===== src/rtl/pwm_pkg.sv =====
// Shared PWM definitions: duty width, duty type and the default safe duty window.
package pwm_pkg;

    localparam int unsigned DUTY_W = 7;

    typedef logic [DUTY_W-1:0] duty_t;

    localparam duty_t DUTY_MIN   = 7'd2;
    localparam duty_t DUTY_MAX   = 7'd97;
    localparam duty_t RESET_DUTY = 7'd50;
    localparam duty_t MAX_STEP   = 7'd4;

endpackage


===== src/rtl/duty_slew_channel.sv =====
// One duty leg: clamps a request into a pending register, loads it as the target on a tick, slews the output.
// Latency: output moves one cycle after a tick. Backpressure: none here; the parent gates accept_i.
// Disable forces target and output to the reset duty on the next edge.
module duty_slew_channel
    import pwm_pkg::*;
#(
    parameter int unsigned              DutyWidth = DUTY_W,
    parameter logic [DutyWidth-1:0]     DutyMin   = DUTY_MIN,
    parameter logic [DutyWidth-1:0]     DutyMax   = DUTY_MAX,
    parameter logic [DutyWidth-1:0]     MaxStep   = MAX_STEP,
    parameter logic [DutyWidth-1:0]     ResetDuty = RESET_DUTY
) (
    input  logic                 clk_i,
    input  logic                 rst_ni,
    input  logic                 enable_i,
    input  logic                 accept_i,
    input  logic                 tick_i,
    input  logic                 load_i,
    input  logic [DutyWidth-1:0] req_i,
    output logic [DutyWidth-1:0] duty_o,
    output logic                 clamped_o,
    output logic                 ramping_o
);

    localparam logic signed [DutyWidth:0] StepS = $signed({1'b0, MaxStep});

    logic [DutyWidth-1:0]        pending_q, pending_d;
    logic [DutyWidth-1:0]        target_q, target_d;
    logic [DutyWidth-1:0]        duty_q, duty_d;
    logic [DutyWidth-1:0]        req_clamped;
    logic [DutyWidth-1:0]        eff_target;
    logic signed [DutyWidth:0]   diff;

    always_comb begin
        req_clamped = req_i;
        if (req_i < DutyMin) begin
            req_clamped = DutyMin;
        end else if (req_i > DutyMax) begin
            req_clamped = DutyMax;
        end
        clamped_o = (req_clamped != req_i);

        // A tick that loads the pending value steps toward it in the same update.
        eff_target = load_i ? pending_q : target_q;
        diff       = $signed({1'b0, eff_target}) - $signed({1'b0, duty_q});

        pending_d = accept_i ? req_clamped : pending_q;
        target_d  = target_q;
        duty_d    = duty_q;

        if (!enable_i) begin
            target_d = ResetDuty;
            duty_d   = ResetDuty;
        end else if (tick_i) begin
            target_d = eff_target;
            if (diff > StepS) begin
                duty_d = duty_q + MaxStep;
            end else if (diff < -StepS) begin
                duty_d = duty_q - MaxStep;
            end else begin
                duty_d = eff_target;
            end
        end
    end

    always_ff @(posedge clk_i or negedge rst_ni) begin
        if (!rst_ni) begin
            pending_q <= ResetDuty;
            target_q  <= ResetDuty;
            duty_q    <= ResetDuty;
        end else begin
            pending_q <= pending_d;
            target_q  <= target_d;
            duty_q    <= duty_d;
        end
    end

    assign duty_o    = duty_q;
    assign ramping_o = (duty_q != target_q);

endmodule


===== src/rtl/duty_update_ctrl.sv =====
// Accepts clamped duty requests for two PWM legs and applies them slew-limited on carrier update ticks.
// Latency: request accepted before tick M reaches the outputs at M+1. Backpressure: single pending slot,
// ready is registered and low while the slot is full or the converter is disabled.
module duty_update_ctrl
    import pwm_pkg::*;
#(
    parameter int unsigned              DutyWidth = DUTY_W,
    parameter logic [DutyWidth-1:0]     DutyMin   = DUTY_MIN,
    parameter logic [DutyWidth-1:0]     DutyMax   = DUTY_MAX,
    parameter logic [DutyWidth-1:0]     MaxStep   = MAX_STEP,
    parameter logic [DutyWidth-1:0]     ResetDuty = RESET_DUTY
) (
    input  logic                 clk_i,
    input  logic                 rst_ni,
    input  logic                 enable_i,
    input  logic                 update_i,
    input  logic                 req_valid_i,
    output logic                 req_ready_o,
    input  logic [DutyWidth-1:0] req_d1_i,
    input  logic [DutyWidth-1:0] req_d2_i,
    output logic [DutyWidth-1:0] duty_d1_o,
    output logic [DutyWidth-1:0] duty_d2_o,
    output logic                 ramping_o,
    output logic                 clamp_o
);

    logic pending_valid_q, pending_valid_d;
    logic req_ready_q, req_ready_d;
    logic clamp_q, clamp_d;
    logic accept, tick, load;
    logic clamped_d1, clamped_d2;
    logic ramping_d1, ramping_d2;

    assign accept = req_valid_i & req_ready_q;
    assign tick   = update_i & enable_i;
    // Accept needs an empty slot and load needs a full one, so they never coincide.
    assign load   = tick & pending_valid_q;

    always_comb begin
        pending_valid_d = pending_valid_q;
        clamp_d         = clamp_q;
        if (!enable_i) begin
            pending_valid_d = 1'b0;
        end else if (accept) begin
            pending_valid_d = 1'b1;
            clamp_d         = clamped_d1 | clamped_d2;
        end else if (load) begin
            pending_valid_d = 1'b0;
        end
        req_ready_d = enable_i & ~pending_valid_d;
    end

    always_ff @(posedge clk_i or negedge rst_ni) begin
        if (!rst_ni) begin
            pending_valid_q <= 1'b0;
            req_ready_q     <= 1'b0;
            clamp_q         <= 1'b0;
        end else begin
            pending_valid_q <= pending_valid_d;
            req_ready_q     <= req_ready_d;
            clamp_q         <= clamp_d;
        end
    end

    duty_slew_channel #(
        .DutyWidth (DutyWidth),
        .DutyMin   (DutyMin),
        .DutyMax   (DutyMax),
        .MaxStep   (MaxStep),
        .ResetDuty (ResetDuty)
    ) u_leg1 (
        .clk_i     (clk_i),
        .rst_ni    (rst_ni),
        .enable_i  (enable_i),
        .accept_i  (accept),
        .tick_i    (tick),
        .load_i    (load),
        .req_i     (req_d1_i),
        .duty_o    (duty_d1_o),
        .clamped_o (clamped_d1),
        .ramping_o (ramping_d1)
    );

    duty_slew_channel #(
        .DutyWidth (DutyWidth),
        .DutyMin   (DutyMin),
        .DutyMax   (DutyMax),
        .MaxStep   (MaxStep),
        .ResetDuty (ResetDuty)
    ) u_leg2 (
        .clk_i     (clk_i),
        .rst_ni    (rst_ni),
        .enable_i  (enable_i),
        .accept_i  (accept),
        .tick_i    (tick),
        .load_i    (load),
        .req_i     (req_d2_i),
        .duty_o    (duty_d2_o),
        .clamped_o (clamped_d2),
        .ramping_o (ramping_d2)
    );

    assign req_ready_o = req_ready_q;
    assign ramping_o   = ramping_d1 | ramping_d2;
    assign clamp_o     = clamp_q;

endmodule


===== config.mk =====
export PLATFORM = sky130hd
export DESIGN_NAME = duty_update_ctrl
export DESIGN_NICKNAME = d
export VERILOG_FILES = /design/src/rtl/pwm_pkg.sv /design/src/rtl/duty_slew_channel.sv /design/src/rtl/duty_update_ctrl.sv
export SDC_FILE = /design/constraint.sdc
export NUM_CORES = 1
export LEC_CHECK = 0
export CAP_MARGIN = 5
export CORE_ASPECT_RATIO = 0.75
export CORE_MARGIN = 2
export CORE_UTILIZATION = 40
export DETAILED_ROUTE_END_ITERATION = 10
export PLACE_DENSITY_LB_ADDON = 0.15
export SLEW_MARGIN = 20
export SYNTH_ARGS = -nofsm -noshare
export SYNTH_HDL_FRONTEND = slang
export SYNTH_SLANG_ARGS = --single-unit

===== constraint.sdc =====
create_clock -name clk_i -period 4.2 [get_ports clk_i]
set_clock_uncertainty 0.15 [all_clocks]
set_input_delay 1.05 -clock clk_i [delete_from_list [all_inputs] [get_ports clk_i]]
set_output_delay 1.05 -clock clk_i [all_outputs]
set_load 0.03 [all_outputs]

==> impl_metrics.tcl <==
set metrics [dict create \
    finalHoldViolCount 0 \
    grt_pass1_wl_mm 15.0 \
    grt_max_degree 46 \
    dr.pass1.iters 4 \
    grt_usage_pct 20.7 \
    grt-ovfl-total 0 \
    antenna_found_initial 0 \
    drive_gt1_share_pct 26.3 \
    nets 509 \
    timing.final.crit_share_pct 91.6 \
    die_w_um 110 \
    ys_ff_latch 45 \
    synth_mux_area_share_pct 7.98 \
    gp_congestion 0.868 \
    tightest_slew_ns 0.635 \
    yosysMostFrequentCell "nand2_1" \
    antenna_cells 0 \
    synth-xor-area-share_pct 5.77 \
    drt_iter0_drc 117 \
    status "complete, no violations" \
    crit_chain "dlymetal6s2s_1 > nand3_4 > buf_12 > buf_4 > mux2i_1 > inv_1 > ha_1 > inv_1 > nor2_1 > nor4b_1 > a41oi_4 > buf_4 > a221oi_1 > a22oi_1" \
    power_density_mw_per_mm2 581 \
    clockBufferDepth 2 \
    met3WireLength_um 426 \
    cts-htree-levels 2 \
    via_per_inst 5.30 \
    ir_worst_vdd_uv 245 \
    clock-sinks 45 \
    drv_cap 0 \
    drtAntennaViolNets 0 \
    min-delay-start "u_leg2.pending_q[4]" \
    post-dp-hpwl_mm 6.97 \
    fin_crit_ns 3.85 \
    yosys.area_share.simple_pct 20.4 \
    dieArea_mm2 0.00911 \
    cts_tree "yes" \
    dieHeight_um 83.1 \
    synthArstFlopShare_pct 100 \
    wl_met2_mm 3.56 \
    wire_per_inst_um 15.4 \
    root_buffer "clkbuf_8" \
    wl_met1_mm 4.84 \
    yosysTopAreaCell "dfrtp_1" \
    synthAdderAreaFrac_pct 7.94 \
    core_area_mm2 0.00799 \
    cp-start-kind "input pin" \
    setup_viol 0 \
    syn_nets 415 \
    reg2reg_from "pending_valid_q" \
    io_buffers 35 \
    grt_pass1_vias 3070 \
    cp.required_ns 4.27 \
    rsz0062_at_grt "false" \
    max_stage_delay_ns 0.50 \
    synth_compound_area_share_pct 18.9 \
    cts-buffers-inserted 5 \
    yosys.area.top_type_share_pct 20.2 \
    ys_seq_area_share_pct 34.4 \
    dp.cells 567 \
    fmax_mhz 260 \
    maxSlewHeadroom_pct 57.6 \
    post-route-drc-count 0 \
    slowest_stage "nor4b_1" \
    synth_commonest_cells "49 x nand2_1, 29 x inv_1, 27 x dfrtp_1, 25 x nor2_1" \
    cp_max_fo 11 \
    netlist_instances 376 \
    std_cell_rows 28 \
    routed.top_layer "met4" \
    synth_cell_types 63 \
    post-route-util_pct 55.5 \
    syn_area_mm2 0.00334 \
    synth-edff-count 0 \
    ys_top_cells_by_area "dfrtp_1 20%, dfstp_2 14%, ha_1 6.7%" \
    ctsHoldBuffers 0 \
    synthToLayoutAreaGrowth_pct 32.7 \
    initial_core_util_pct 41.8 \
    p_total_w 0.00258 \
    insertion_delay_ns 0.31 \
    worstSetupEndpointType "flop" \
    hp-class "flop to flop" \
    synth_ff_type "dfrtp_1" \
    synth_top_family_by_area "simple AND/OR/NAND/NOR gates" \
    instances_no_fill 576 \
    crit_type "input pin to flop" \
    ios 36 \
    clkTransAtPathRegs_ns 0.08 \
    vias 3052 \
    slew_violations 0 \
    crit_path_start "update_i" \
    wirelength_mm 8.87 \
    leakagePower_nw 2.09 \
    arrival_ns 3.92 \
    syn_area_per_cell_um2 8.88 \
    ys_warn_count 0 \
]
==> timing repair <==
| action | 4_1_cts | 5_1_grt |
|---|---|---|
| gates resized for setup | 3 | 11 |
| setup buffers | 0 | 1 |
| pin swaps | 0 | 3 |
| setup endpoints to repair | 3 | 14 |
==> cells in the final DEF (no fill, tap or decap), types with 7 or more instances in the layout <==
master / Yosys / final
nand2_1: 49 / 49
o21ai_0: 12 / 11
o31ai_1: 7 / 7
dfstp_2: 18 / 18
nor2_1: 25 / 25
xor2_1: 14 / 14
clkdlybuf4s50_1: 0 / 32
buf_4: 0 / 63
ha_1: 18 / 17
a21oi_1: 16 / 14
and2_1: 7 / 7
inv_1: 29 / 29
nand3_1: 16 / 15
xnor2_1: 8 / 8
dfrtp_1: 27 / 27
nor3_1: 10 / 10
mux2i_1: 15 / 13
==> worst max-delay path, delay by kind of cell <==
| family | cells | cell delay [ns] |
|---|---|---|
| AOI/OAI and AO/OA | 3 | 0.68 |
| adders and majority gates | 1 | 0.34 |
| and+or+nand+nor | 3 | 0.67 |
| buffers and inverters | 6 | 0.90 |
| muxes | 1 | 0.27 |
==> final timing paths <==
kind / endpoint / slack [ns] / cells after the start
min: u_leg2.pending_q[4] / 0.32 / 2
min in group asynchronous: clamp_o / 0.60 / 1
max reg2reg: u_leg2.duty_o[4] / 0.86 / 13
max: u_leg2.duty_o[4] / 0.35 / 14
max in group asynchronous: u_leg1.target_q[2] / 2.91 / 1
min reg2reg: u_leg2.pending_q[4] / 0.32 / 2
==> registers in the layout, indices dropped and copies added (netlist names) <==
signal / cells
u_leg1.duty_o: 7
u_leg1.target_q: 7
u_leg2.target_q: 7
clamp_o: 1
req_ready_o: 1
pending_valid_q: 1
u_leg2.pending_q: 7
u_leg1.pending_q: 7
u_leg2.duty_o: 7
==> routing by layer <==
metal,vias up,track usage [%]
li1,1544,-
met4,0,3.57
met3,5,3.38
met1,1430,33.6
met5,-,0
met2,73,28.6
==> through the flow <==
step	TNS [ns]	cell area [um^2]	hold WS (ns)	setup slack, ns
global placement	-3.62	4270	0.295	-0.352
CTS	0	4390	0.323	0.0183
floorplan	0	3390	0.284	0.0142
finish	0	4430	0.317	0.351
global route	0	4430	0.341	0.216
detailed placement	-3.83	4270	0.308	-0.386
==> layout make-up <==
cell class              instances  area [um^2]
clock buffers                   6         82.6
repair buffers                 98          838
clock inverters                 2         16.3
multi-input cells             290         2100
well taps                     105          131
inverters                      30          113
flip-flops and latches         45         1150
fillers                       756         3550
==> power by group <==
part | switching, W | total [W] | internal [W]
Clock | 0.000160 | 0.000296 | 0.000136
Combinational | 0.000870 | 0.00167 | 0.000804
Sequential | 0.0000932 | 0.000605 | 0.000512
Total | 0.00112 | 0.00258 | 0.00145
==> kinds of logic (layout without fill, tap and decap cells) <==
logic type               after synthesis  after routing
AND/OR/NAND/NOR                      139            139
multiplexers                          23             23
AO/OA/AOI/OAI                         86             86
flip-flops                            45             45
buffers and inverters                 41            136
adder cells (fa/ha/maj)               20             20
XOR/XNOR                              22             22
Power figures use the tool's default switching activity.
